$ cat config.mk
export PLATFORM = sky130hd
export DESIGN_NAME = uart_operand_loader
export DESIGN_NICKNAME = d
export VERILOG_FILES = /design/src/rtl/accel_pkg.sv /design/src/rtl/uart_rx_byte.sv /design/src/rtl/uart_operand_loader.sv
export SDC_FILE = /design/constraint.sdc
export NUM_CORES = 1
export LEC_CHECK = 0
export CAP_MARGIN = 20
export CORE_MARGIN = 5
export CORE_UTILIZATION = 40
export CTS_BUF_LIST = sky130_fd_sc_hd__clkbuf_4 sky130_fd_sc_hd__clkbuf_8
export DETAILED_ROUTE_END_ITERATION = 16
export SLEW_MARGIN = 10
export SYNTH_ARGS = -nofsm -noshare
export SYNTH_HDL_FRONTEND = slang
export SYNTH_SLANG_ARGS = --single-unit
export TNS_END_PERCENT = 1
$ cat constraint.sdc
create_clock -name clk -period 3 [get_ports clk]
set_input_delay 0.3 -clock clk [delete_from_list [all_inputs] [get_ports clk]]
set_output_delay 0.3 -clock clk [all_outputs]
set_load 0.05 [all_outputs]
$ cat src/rtl/accel_pkg.sv
// rtl/accel_pkg.sv - shared operand sizes, default line timing and receiver state encodings
package accel_pkg;

  localparam int NUM_OPERANDS = 12;
  localparam int OPERAND_W    = 8;
  localparam int DEF_CLK_FREQ = 100_000_000;
  localparam int DEF_BAUD     = 9600;

  typedef enum logic [1:0] {
    RX_IDLE  = 2'd0,
    RX_START = 2'd1,
    RX_DATA  = 2'd2,
    RX_STOP  = 2'd3
  } rx_state_e;

endpackage

$ cat src/rtl/uart_rx_byte.sv
// rtl/uart_rx_byte.sv - 8N1 byte receiver with input synchronizer and mid-bit sampling
module uart_rx_byte
  import accel_pkg::*;
#(
  parameter int CLKS_PER_BIT = 16
) (
  input  logic                 clk,
  input  logic                 reset,
  input  logic                 rxd,
  output logic [OPERAND_W-1:0] data,
  output logic                 valid,
  output logic                 ferr,
  output logic                 line_idle
);

  localparam int            CW        = $clog2(CLKS_PER_BIT + 1);
  localparam logic [CW-1:0] HALF_LAST = CW'(CLKS_PER_BIT / 2 - 1);
  localparam logic [CW-1:0] FULL_LAST = CW'(CLKS_PER_BIT - 1);

  // Synchronizer and edge-history flops clear low, so a line held low across
  // reset release must be seen high before a falling edge can be detected.
  logic                 sync1_q, sync1_d;
  logic                 sync2_q, sync2_d;
  logic                 prev_q, prev_d;
  rx_state_e            state_q, state_d;
  logic [CW-1:0]        cnt_q, cnt_d;
  logic [2:0]           bit_q, bit_d;
  logic [OPERAND_W-1:0] shift_q, shift_d;

  // Receiver next-state, bit timing and one-cycle result pulses
  always_comb begin
    sync1_d = rxd;
    sync2_d = sync1_q;
    prev_d  = sync2_q;
    state_d = state_q;
    cnt_d   = cnt_q + CW'(1);
    bit_d   = bit_q;
    shift_d = shift_q;
    valid   = 1'b0;
    ferr    = 1'b0;
    case (state_q)
      RX_IDLE: begin
        cnt_d = '0;
        if (prev_q && !sync2_q) begin
          state_d = RX_START;
        end
      end
      RX_START: begin
        if (cnt_q == HALF_LAST) begin
          cnt_d   = '0;
          bit_d   = '0;
          state_d = sync2_q ? RX_IDLE : RX_DATA;
        end
      end
      RX_DATA: begin
        if (cnt_q == FULL_LAST) begin
          cnt_d   = '0;
          shift_d = {sync2_q, shift_q[OPERAND_W-1:1]};
          bit_d   = bit_q + 3'd1;
          if (bit_q == 3'd7) begin
            state_d = RX_STOP;
          end
        end
      end
      RX_STOP: begin
        if (cnt_q == FULL_LAST) begin
          cnt_d   = '0;
          state_d = RX_IDLE;
          if (sync2_q) begin
            valid = 1'b1;
          end else begin
            ferr = 1'b1;
          end
        end
      end
      default: state_d = RX_IDLE;
    endcase
  end

  // Receiver state register
  always_ff @(posedge clk) begin
    if (reset) begin
      sync1_q <= 1'b0;
      sync2_q <= 1'b0;
      prev_q  <= 1'b0;
      state_q <= RX_IDLE;
      cnt_q   <= '0;
      bit_q   <= '0;
      shift_q <= '0;
    end else begin
      sync1_q <= sync1_d;
      sync2_q <= sync2_d;
      prev_q  <= prev_d;
      state_q <= state_d;
      cnt_q   <= cnt_d;
      bit_q   <= bit_d;
      shift_q <= shift_d;
    end
  end

  assign data      = shift_q;
  assign line_idle = (state_q == RX_IDLE);

endmodule

$ cat src/rtl/uart_operand_loader.sv
// rtl/uart_operand_loader.sv - collects a 12-byte UART packet and commits it atomically to the accelerator operands
module uart_operand_loader
  import accel_pkg::*;
#(
  parameter int CLK_FREQ     = DEF_CLK_FREQ,
  parameter int BAUD         = DEF_BAUD,
  parameter int TIMEOUT_BITS = 16
) (
  input  logic                 clk,
  input  logic                 reset,
  input  logic                 RxD,
  output logic [OPERAND_W-1:0] a11,
  output logic [OPERAND_W-1:0] a12,
  output logic [OPERAND_W-1:0] a13,
  output logic [OPERAND_W-1:0] a21,
  output logic [OPERAND_W-1:0] a22,
  output logic [OPERAND_W-1:0] a23,
  output logic [OPERAND_W-1:0] a31,
  output logic [OPERAND_W-1:0] a32,
  output logic [OPERAND_W-1:0] a33,
  output logic [OPERAND_W-1:0] x1,
  output logic [OPERAND_W-1:0] x2,
  output logic [OPERAND_W-1:0] x3,
  output logic                 start,
  output logic                 busy,
  output logic                 frame_err
);

  localparam int            CLKS_PER_BIT = CLK_FREQ / BAUD;
  localparam int            TO_CYCLES    = TIMEOUT_BITS * CLKS_PER_BIT;
  localparam int            TW           = $clog2(TO_CYCLES + 1);
  localparam logic [TW-1:0] TO_LAST      = TW'(TO_CYCLES - 1);
  localparam int            IW           = $clog2(NUM_OPERANDS);
  localparam logic [IW-1:0] IDX_LAST     = IW'(NUM_OPERANDS - 1);

  logic [OPERAND_W-1:0] rx_data;
  logic                 rx_valid;
  logic                 rx_ferr;
  logic                 rx_idle;

  uart_rx_byte #(
    .CLKS_PER_BIT(CLKS_PER_BIT)
  ) u_rx (
    .clk      (clk),
    .reset    (reset),
    .rxd      (RxD),
    .data     (rx_data),
    .valid    (rx_valid),
    .ferr     (rx_ferr),
    .line_idle(rx_idle)
  );

  logic [IW-1:0]        idx_q, idx_d;
  logic [TW-1:0]        to_q, to_d;
  logic [OPERAND_W-1:0] shadow_q [NUM_OPERANDS];
  logic [OPERAND_W-1:0] shadow_d [NUM_OPERANDS];
  logic [OPERAND_W-1:0] ops_q    [NUM_OPERANDS];
  logic [OPERAND_W-1:0] ops_d    [NUM_OPERANDS];
  logic                 start_q, start_d;
  logic                 ferr_q, ferr_d;

  // Byte collection, timeout and commit: the last byte bypasses the shadow so
  // all twelve operands land on the same edge as its stop-bit sample.
  always_comb begin
    idx_d    = idx_q;
    to_d     = '0;
    shadow_d = shadow_q;
    ops_d    = ops_q;
    start_d  = 1'b0;
    ferr_d   = 1'b0;
    if (rx_ferr) begin
      idx_d  = '0;
      ferr_d = 1'b1;
    end else if (rx_valid) begin
      shadow_d[idx_q] = rx_data;
      if (idx_q == IDX_LAST) begin
        for (int i = 0; i < NUM_OPERANDS - 1; i++) begin
          ops_d[i] = shadow_q[i];
        end
        ops_d[NUM_OPERANDS-1] = rx_data;
        idx_d   = '0;
        start_d = 1'b1;
      end else begin
        idx_d = idx_q + IW'(1);
      end
    end else if ((idx_q != '0) && rx_idle) begin
      if (to_q == TO_LAST) begin
        idx_d = '0;
      end else begin
        to_d = to_q + TW'(1);
      end
    end
  end

  // Packet state and committed operand registers
  always_ff @(posedge clk) begin
    if (reset) begin
      idx_q   <= '0;
      to_q    <= '0;
      start_q <= 1'b0;
      ferr_q  <= 1'b0;
      for (int i = 0; i < NUM_OPERANDS; i++) begin
        shadow_q[i] <= '0;
        ops_q[i]    <= '0;
      end
    end else begin
      idx_q    <= idx_d;
      to_q     <= to_d;
      start_q  <= start_d;
      ferr_q   <= ferr_d;
      shadow_q <= shadow_d;
      ops_q    <= ops_d;
    end
  end

  assign a11       = ops_q[0];
  assign a12       = ops_q[1];
  assign a13       = ops_q[2];
  assign a21       = ops_q[3];
  assign a22       = ops_q[4];
  assign a23       = ops_q[5];
  assign a31       = ops_q[6];
  assign a32       = ops_q[7];
  assign a33       = ops_q[8];
  assign x1        = ops_q[9];
  assign x2        = ops_q[10];
  assign x3        = ops_q[11];
  assign start     = start_q;
  assign frame_err = ferr_q;
  assign busy      = (idx_q != '0);

endmodule

Word-level counts from Yosys, hierarchy flattened
Cells that the tools add are included.
- bits of input ports: 3
- memory bits (writable): 0
- bits in latches: 0
- output and inout port bits: 99
- memories: 0
- bits in read-only memories: 0
- logic and storage cells: 105
- bits in registers: 246
- divide/modulo/power cells: 0
- bitwise logic cells: 4
- equal/unequal tests: 13
- $add $sub $neg: 4
- reduce and logical (&&, ||, !) cells: 19
- $mul: 0
- mux-type cells: 28
- shifts and indexed selects: 0
- order comparisons: 2
- operators with widths (kind ; number):
    $bwmux W96 ; 1
    $pmux W14 S3 ; 1
    $demux W8 S4 ; 1
    $mux W14 ; 2
    $add A18 B1 Y18 const B ; 1
    $eq A18 B18 Y1 const B ; 1
    $mux W4 ; 4
    $add A14 B1 Y14 const B ; 1
    $eq A14 B13 Y1 const B ; 1
    $eq A14 B14 Y1 const B ; 1
    $mux W2 ; 6
    $ne A2 B1 Y1 const B ; 5
    $mux W1 ; 8
    $mux W8 ; 1
    $pmux W2 S4 ; 1
    $mux W3 ; 2
    $pmux W3 S2 ; 1
    $reduce_and A2 Y1 ; 3
    $reduce_and A3 Y1 ; 2
    $reduce_bool A2 Y1 ; 3
    $ge A5 B5 Y1 const B ; 1
    $lt A5 B1 Y1 const B ; 1
    $not A4 Y5 ; 1
    $reduce_and A5 Y1 ; 1
    other kinds (14) ; 20

Logic depth before layout (Yosys ltp)
Gate-level depths: netlist of run 1.
- depth after elaboration: 6
- gate-level depth with buffers: 9
- gate-level depth less buffers: 7

Cells and area by module
Synthesis of run 1 repeated with hierarchy kept, for this count alone.
- cell total of the unflattened synthesis: 994
- area total of the unflattened synthesis: 9008.6 µm²
- modules (own cells, without submodules) (module ; times used ; area each (µm²) ; sequential area each (µm²) ; cells an instance):
    uart_operand_loader ; 1 ; 7608.5 ; 4164.0 ; 849
    uart_rx_byte ; 1 ; 1400.1 ; 600.6 ; 145

Worst setup path before layout of run 1
Ideal clock, no wire load.
- kind: register -> register
- start: register idx_q[0]
- end: register to_q[15]
- library setup time: 128 ps
- arrival time: 2097 ps
- clock period less this slack: 2225 ps
- buffers on the path: 1
- slack: 775 ps
- cell stages (with the launch flop): 9
- required time: 2872 ps
- cells stage by stage: dfxtp_1 > inv_1 > ha_1 > or3b_2 > nand2_1 > a211o_1 > nand2b_1 > clkbuf_1 > nor2_1
- cells in the longest elaborated chain, start to end: 4
- RTL lines (element ; line ; source):
    start, declared ; uart_operand_loader.sv:53 ; logic [IW-1:0] idx_q, idx_d;
    start signal, assigned ; uart_operand_loader.sv:107 ; idx_q <= idx_d;
    $reduce_bool A4 Y1 ; - ;
    net busy ; uart_operand_loader.sv:25 ; output logic busy,
    $logic_and A1 B1 Y1 ; uart_operand_loader.sv:86 ; end else if ((idx_q != '0) && rx_idle) begin
    $not A1 Y1 (no source line) ; - ;
    $reduce_or A5 Y1 (no source line) ; - ;
    end signal, assigned ; uart_operand_loader.sv:108 ; to_q <= to_d;
    end, declared ; uart_operand_loader.sv:54 ; logic [TW-1:0] to_q, to_d;
The timed path passes the listed nets, and every way through them passes these cells.
A chain may end at the register's enable or synchronous reset.

Final worst setup path of run 1
- start: register idx_q[0]
- end: output port busy
- cells in the longest elaborated chain, start to end: 1
- RTL lines (element ; line ; source):
    $reduce_bool A4 Y1 ; uart_operand_loader.sv:130 ; assign busy = (idx_q != '0);
    end, declared ; uart_operand_loader.sv:25 ;
No other way between the ends.

==> summary.txt, run 1 <==
Logic synthesis
  – Syn nets: 1014
  – Yosys warning total: 0
  – Synth top area share: 0.5266
  – Post-Syn Instances: 998
  – Sequential fraction of the synthesis area: 0.5266
  – Flip-flop and latch count after synthesis: 238
  – Synth cell types: 46
  – Avg Cell Area, Syn: 9.066 um2
  – Top post-synthesis cells by area: dfxtp_1, mux2i_1, nand2_1, a21oi_1, nor2_1
  – EDFF count, synth: 0
  – Mapped Area: 9047 um2
  – Synth area leader: dfxtp_1
  – Top FF cell, synth: dfxtp_1
  – Share of synthesized registers carrying an async set or reset: 0

Worst setup path
  – Worst EP arrival: 2.45 ns
  – Slowest stage delay, CP: 0.75 ns
  – Kind of critical path: reg -> out
  – Worst path top cell family by delay: buffers and inverters
  – Endpoint class of the critical path: output pin
  – Critical path cell sequence: inv_1, ha_1, or3b_2, clkdlybuf4s50_1
  – Crit path max-delay cell type: clkdlybuf4s50_1
  – Crit Path Max Fanout: 5
  – Worst Path Buf+Inv: 2
  – Startpoint Class: flip-flop
  – CP Data Required Time: 2.70 ns

CTS
  – Clock slew at reported path FFs: 0.06 ns
  – CTS tree: built
  – Post-CTS Setup Bufs: 0
  – Clk buf depth: 3
  – Root Driver: clkbuf_8
  – CTS H-tree depth: 2
  – Total CTS buffers: 40
  – Hold_buf cts: 0
  – Clk_lat worst skew: 0.54 ns
  – Clock Sinks: 238
  – Resized Gates After CTS: 0

Route
  – DR WL/cell: 14.85 um
  – 1st-iter DRT viols: 344
  – Vias post-DR: 6883
  – WL met2: 9618 um
  – Highest Signal Layer: met4
  – DRT antenna net count: 0
  – WL final: 20910 um
  – DRC: 0
  – Met1 Wirelength: 9876 um
  – Detailed-routed wire length on met3: 933 um
  – Vias per inst: 4.888
  – Drt pass-1 iters: 4

Die
  – Floorplan row count: 55
  – Die area: 25730 um2
  – Die Y: 160.4 um
  – Die width: 160.4 um
  – Top Ports: 102
  – Core Region: 22430 um2
  – Initial Util: 0.4033

Pwr
  – P_leak: 3.713 nW
  – Overall power: 6.153 mW
  – Clock share of power: 0.469
  – Internal: 4.836 mW
  – Sw Pwr: 1.317 mW
  – Comb pwr share: 0.015
  – Pwr/cell area: 552.6 nW/um2
  – Switching share of power: 0.2140
  – VDD IR max: 0.3829 mV
  – Sequential share of power: 0.515

Final layout
  – Diode count: 0
  – Layout cell share with drive strength beyond 1: 0.09350
  – Nets@finish: 1112
  – Multi-input logic area: 3990 um2
  – Fillers: 2159
  – Final Cell Area: 11130 um2
  – Register Area: 4765 um2
  – Syn-to-layout area delta: 23.07%

Placed design
  – DP HPWL: 12840 um
  – # port buffers: 101
  – Placer Congestion: 0.8072
  – Area post-placement: 10320 um2
  – Pre-CTS setup slack: 0.6425 ns

Global routing
  – Largest net degree at the start of global routing: 97
  – First-pass GRT wire length: 34500 um
  – Total gr overflow: 0
  – Vias in the first global route: 6661
  – Antenna violations before repair: 0
  – GR Util All Layers: 0.1603

STA
  – RSZ-0062 raised after global routing: false
  – Hold Fails Final Rpt: 0
  – Clock Skew: 0.01697 ns
  – Final worst path period need: 2.747 ns
  – # setup viols final: 0
  – Post-route setup slack: 0.2530 ns
  – Final Cycle Share: 0.9157
  – Max Clk Rate: 364.0 MHz
  – Total negative setup slack: 0 ns
  – Slew @ Worst Pin: 0.8530 ns
  – Max-slew violation count: 0
  – Slew headroom: 0.4306

Min path
  – Worst hold path type: in -> reg

Job
  – Max-Cap Viols: 0

Status
  – Status: complete, no violations
## registers in the layout (all words and copies together), names as in the netlist, 3 cells and up, named ones only
signal,count
u_rx.data,8
u_rx.bit_q,3
a22,8
a12,8
a32,8
shadow_q,88
a21,8
x1,8
a33,8
a11,8
idx_q,4
a23,8
to_q,18
x3,8
u_rx.cnt_q,14
x2,8
a31,8
a13,8
## worst register-to-register path: stages (launching register included)
cell,delay [ns]
dfxtp_1,0.34
ha_1,0.20
and3_1,0.28
nand4_4,0.10
buf_4,0.26
nor4_4,0.71
mux2i_1,0.26
nor2_1,0.05
## worst paths after layout
| check | from | end | slack (ns) | depth (start not counted) |
|---|---|---|---|---|
| min reg2reg | shadow_q[54] | a23[6] | 0.44 | 2 |
| min | reset | shadow_q[95] | 0.14 | 2 |
| max reg2reg | u_rx.cnt_q[0] | shadow_q[54] | 0.66 | 7 |
| max | idx_q[0] | busy | 0.25 | 4 |
## cells in the mapped netlist (2+ instances only)
library cell	number
nand3b_1	2
clkbuf_1	49
xnor2_1	12
nor3_1	4
o211ai_1	6
nor3b_1	2
nand2_1	215
or4_1	2
and4bb_1	2
inv_1	14
dfxtp_1	238
nor4_1	2
and2_1	3
xor2_1	16
buf_2	12
mux2i_1	92
a211oi_1	2
nor4_4	9
nand2b_1	8
nand3_1	20
ha_1	13
or3_1	2
nor2b_1	3
and3_1	8
nand4_1	4
or3b_2	2
a21oi_1	108
nor2_1	129
o21ai_0	2
## kinds of logic after synthesis
family                     Yosys count  share of synthesized area
buffers and inverters               77                    0.03444
DFF                                238                     0.5266
adders and majority gates           13                    0.01798
and+or+nand+nor                    426                     0.2192
AOI/OAI and AO/OA                  124                    0.07288
xor gates and xnor gates            28                    0.02710
muxes                               92                     0.1018
## power by group through the flow
stage / combinational, mW / sequential, mW / clock (mW)
2_1_floorplan: 0.0737 / 3.24 / 0
3_3_place_gp: 0.0959 / 3.24 / 0
3_5_place_dp: 0.0956 / 3.24 / 0
4_1_cts: 0.0954 / 3.17 / 2.99
5_1_grt: 0.106 / 3.17 / 3.12
6_report: 0.0946 / 3.17 / 2.89
## layer usage
layer | track usage | vias to the layer above
met5 | 0 | -
met2 | 0.2540 | 144
met4 | 0.05827 | 0
li1 | - | 3503
met3 | 0.03182 | 43
met1 | 0.2180 | 3193
## final cells by class
type,count,area share
Sequential cell,238,0.4279
Multi-Input combinational cell,683,0.3584
Timing Repair Buffer,118,0.1035
Clock buffer,63,0.07001
Tap cell,285,0.03203
Inverter,15,0.005057
Clock inverter,6,0.003146
## per-stage QoR
step | util | hold WS (ns) | instances
finish | 0.4963 | 0.1366 | 1408
CTS | 0.4963 | 0.1016 | 1408
global placement | 0.4600 | 0.4231 | 1339
global route | 0.4963 | 0.1314 | 1408
floorplan | - | 0.4132 | 998
detailed placement | 0.4600 | 0.4326 | 1339
## placed cells by master (no fill, tap or decap), types with 2 or more instances in the layout
cell             Yosys  routed
a211oi_1             2       2
a21oi_1            108     108
and2_1               3       3
and3_1               8       8
and4bb_1             2       2
buf_4                0      16
clkbuf_4             0      14
clkbuf_8             0      49
clkdlybuf4s50_1      0     100
clkinv_2             0       4
clkinvlp_4           0       2
dfxtp_1            238     238
ha_1                13      13
inv_1               14      14
mux2i_1             92      92
nand2_1            215     215
nand2b_1             8       8
nand3_1             20      20
nand3b_1             2       2
nand4_1              4       4
nor2_1             129     129
nor2b_1              3       3
nor3_1               4       4
nor3b_1              2       2
nor4_4               9      10
o211ai_1             6       6
o21ai_0              2       2
or3_1                2       2
or3b_2               2       2
xnor2_1             12      12
xor2_1              16      16
(Power assumes the default switching activity.)
==> run 2: changes to the inputs <==
==> constraint.sdc (replaced) <==
create_clock -name clk -period 2.8 [get_ports clk]
set_input_delay 0.56 -clock clk [delete_from_list [all_inputs] [get_ports clk]]
set_output_delay 0.56 -clock clk [all_outputs]
set_load 0.05 [all_outputs]
==> run 2 against run 1 <==
Compared with the run above:
- sequential power grew 7.3%
- critical path depth unchanged
- first-iteration DRC count increased by 23%
- non-clock buffer count increased by 3
- die area did not move
- routed wire length decreased by 0.77%
- register-to-register slack worse by 0.26 ns
- sequential cell count unchanged
- utilization rose by 0.34 points
- clock skew grew 0.0052 ns
- critical path type unchanged
==> summary.txt, run 2 (same netlist as run 1, synthesis figures left out) <==
Global routing
  – GR Util All Layers: 0.1586 (-0.001710)
  – Antenna violations before repair: 0 (unchanged)
  – First-pass GRT wire length: 34090 um (-1.2%)
  – Vias in the first global route: 6473 (-2.8%)
  – Largest net degree at the start of global routing: 108 (+11%)
  – Total gr overflow: 0 (unchanged)

CTS
  – Total CTS buffers: 41 (+2.5%)
  – CTS H-tree depth: 2 (unchanged)
  – Clock Sinks: 238 (unchanged)
  – Clk_lat worst skew: 0.55 ns (about the same)
  – Clk buf depth: 3 (unchanged)
  – CTS tree: built
  – Clock slew at reported path FFs: 0.05 ns (about the same)
  – Root Driver: clkbuf_8

Final layout
  – Post-Route Utilization: 0.4997 (+0.003402)
  – Final Cell Area: 11210 um2 (+0.69%)
  – Layout cell share with drive strength beyond 1: 0.09600 (+0.002500)
  – Syn-to-layout area delta: 23.91%
  – Most frequent cells in the layout: dfxtp_1, nand2_1, nor2_1
  – Nets@finish: 1116 (+0.36%)
  – Biggest register: shadow_q
  – Largest registers: shadow_q x88, to_q x18, u_rx.cnt_q x14
  – Diode count: 0 (unchanged)
  – Max reg flops: 88 (unchanged)
  – Commonest non-fill, non-tap cell in the layout: dfxtp_1
  – Final Non-Filler Cells: 1410 (+0.14%)

STA
  – Hold Fails Final Rpt: 0 (unchanged)
  – RSZ-0062 raised after global routing: false
  – Max-slew violation count: 0 (unchanged)
  – WHS: 0.4367 ns (+0.3002 ns)
  – Slew @ Worst Pin: 0.9103 ns (+0.05731 ns)
  – Post-route setup slack: 0.3054 ns (+0.05241 ns)
  – Clock Skew: 0.02219 ns (+0.005225 ns)
  – Slew headroom: 0.3923 (-0.03826)
  – # setup viols final: 0 (unchanged)
  – Final Cycle Share: 0.8909
  – Total negative setup slack: 0 ns (unchanged)
  – Final worst path period need: 2.495 ns
  – Max Clk Rate: 400.9 MHz

Route
  – Drt pass-1 iters: 4 (unchanged)
  – WL final: 20750 um (-0.77%)
  – DR WL/cell: 14.72 um (-0.91%)
  – DRT antenna net count: 0 (unchanged)
  – 1st-iter DRT viols: 422 (+23%)
  – Vias per inst: 4.870 (-0.37%)
  – Vias post-DR: 6867 (-0.23%)
  – DRC: 0 (unchanged)

Worst setup path
  – Startpoint Class: flip-flop
  – CP Data Required Time: 2.24 ns (-0.46 ns)
  – Worst EP arrival: 1.93 ns (-0.52 ns)
  – Worst path top cell family by delay: simple AND/OR/NAND/NOR gates
  – Critical path cell sequence: inv_1, ha_1, or3b_2, clkbuf_2
  – Worst Path Buf+Inv: 2 (unchanged)
  – Crit Path Max Fanout: 5 (unchanged)
  – Crit path max-delay cell type: or3b_2
  – Endpoint class of the critical path: output pin
  – Kind of critical path: reg -> out
  – Slowest stage delay, CP: 0.50 ns (-0.25 ns)

Placed design
  – Placer Congestion: 0.7620 (-5.6%)
  – DP HPWL: 12610 um (-1.8%)
  – Pre-CTS setup slack: 0.3721 ns (-0.2704 ns)
  – Dpl cells: 1342 (+0.22%)
  – Area post-placement: 10350 um2 (+0.34%)
  – # port buffers: 101 (unchanged)

Die
  – Die area: 25730 um2 (unchanged)
  – Die width: 160.4 um (unchanged)
  – Die Y: 160.4 um (unchanged)
  – Top Ports: 102 (unchanged)
  – Floorplan row count: 55 (unchanged)
  – Core Region: 22430 um2 (unchanged)
  – Initial Util: 0.4033 (unchanged)

Pwr
  – Sw Pwr: 1.423 mW (+8.1%)
  – Pwr/cell area: 602.9 nW/um2 (+9.1%)
  – VDD IR max: 0.3542 mV (-7.5%)
  – Overall power: 6.759 mW (+9.9%)
  – P_leak: 3.761 nW (+1.3%)
  – Switching share of power: 0.2106 (-0.003447)
  – Sequential share of power: 0.503 (-0.012)
  – Clock share of power: 0.482 (+0.013)
  – Comb pwr share: 0.015 (about the same)
  – Internal: 5.336 mW (+10%)

Job
  – Max-Cap Viols: 0 (unchanged)

Status
  – Status: complete, no violations

Min path
  – Worst hold path type: reg -> reg
==> run 2: cell count changes in the layout (fill, tap and decap cells not counted), sizes merged <==
cell,change
clkinv,-3
clkinvlp,-2
inv,+2
clkbuf,+2
clkdlybuf4s50,-1
bufinv,+1
buf,+3
==> run 2: area by class of cell <==
type	count	area [um2]
fillers	2140	11220
flip-flops and latches	238	4765
multi-input cells	683	3990
repair buffers	121	1182
clock buffers	64	805.8
well taps	285	356.6
inverters	15	56.30
clock inverters	4	55.05
==> run 2: metal layers <==
layer,share of wire,track usage,up-vias
li1,-,-,3504
met1,0.48,0.2180,3202
met2,0.46,0.2485,124
met3,0.044,0.03798,37
met4,0.020,0.04771,0
met5,0,0,-
==> run 2: timing repair <==
action	CTS	global route
setup buffers	0	0
gates resized for setup	1	2
endpoints found under the setup margin	1	1
hold buffers	0	0
==> run 2: power by group through the flow <==
stage                     Clock (mW)  Combinational [mW]  Sequential [mW]
final                           3.26               0.101             3.40
after global routing            3.53               0.113             3.39
after CTS                       3.36               0.102             3.40
after detailed placement           0               0.102             3.47
after global placement             0               0.102             3.47
after floorplan                    0              0.0789             3.47
==> run 2: final timing paths <==
path / start / to / slack, ns / cells past startpoint
max reg2reg: u_rx.cnt_q[0] / a21[2] / 0.40 / 7
max: idx_q[0] / busy / 0.31 / 4
min reg2reg: u_rx.cnt_q[0] / u_rx.cnt_q[0] / 0.44 / 1
min: u_rx.cnt_q[0] / u_rx.cnt_q[0] / 0.44 / 1
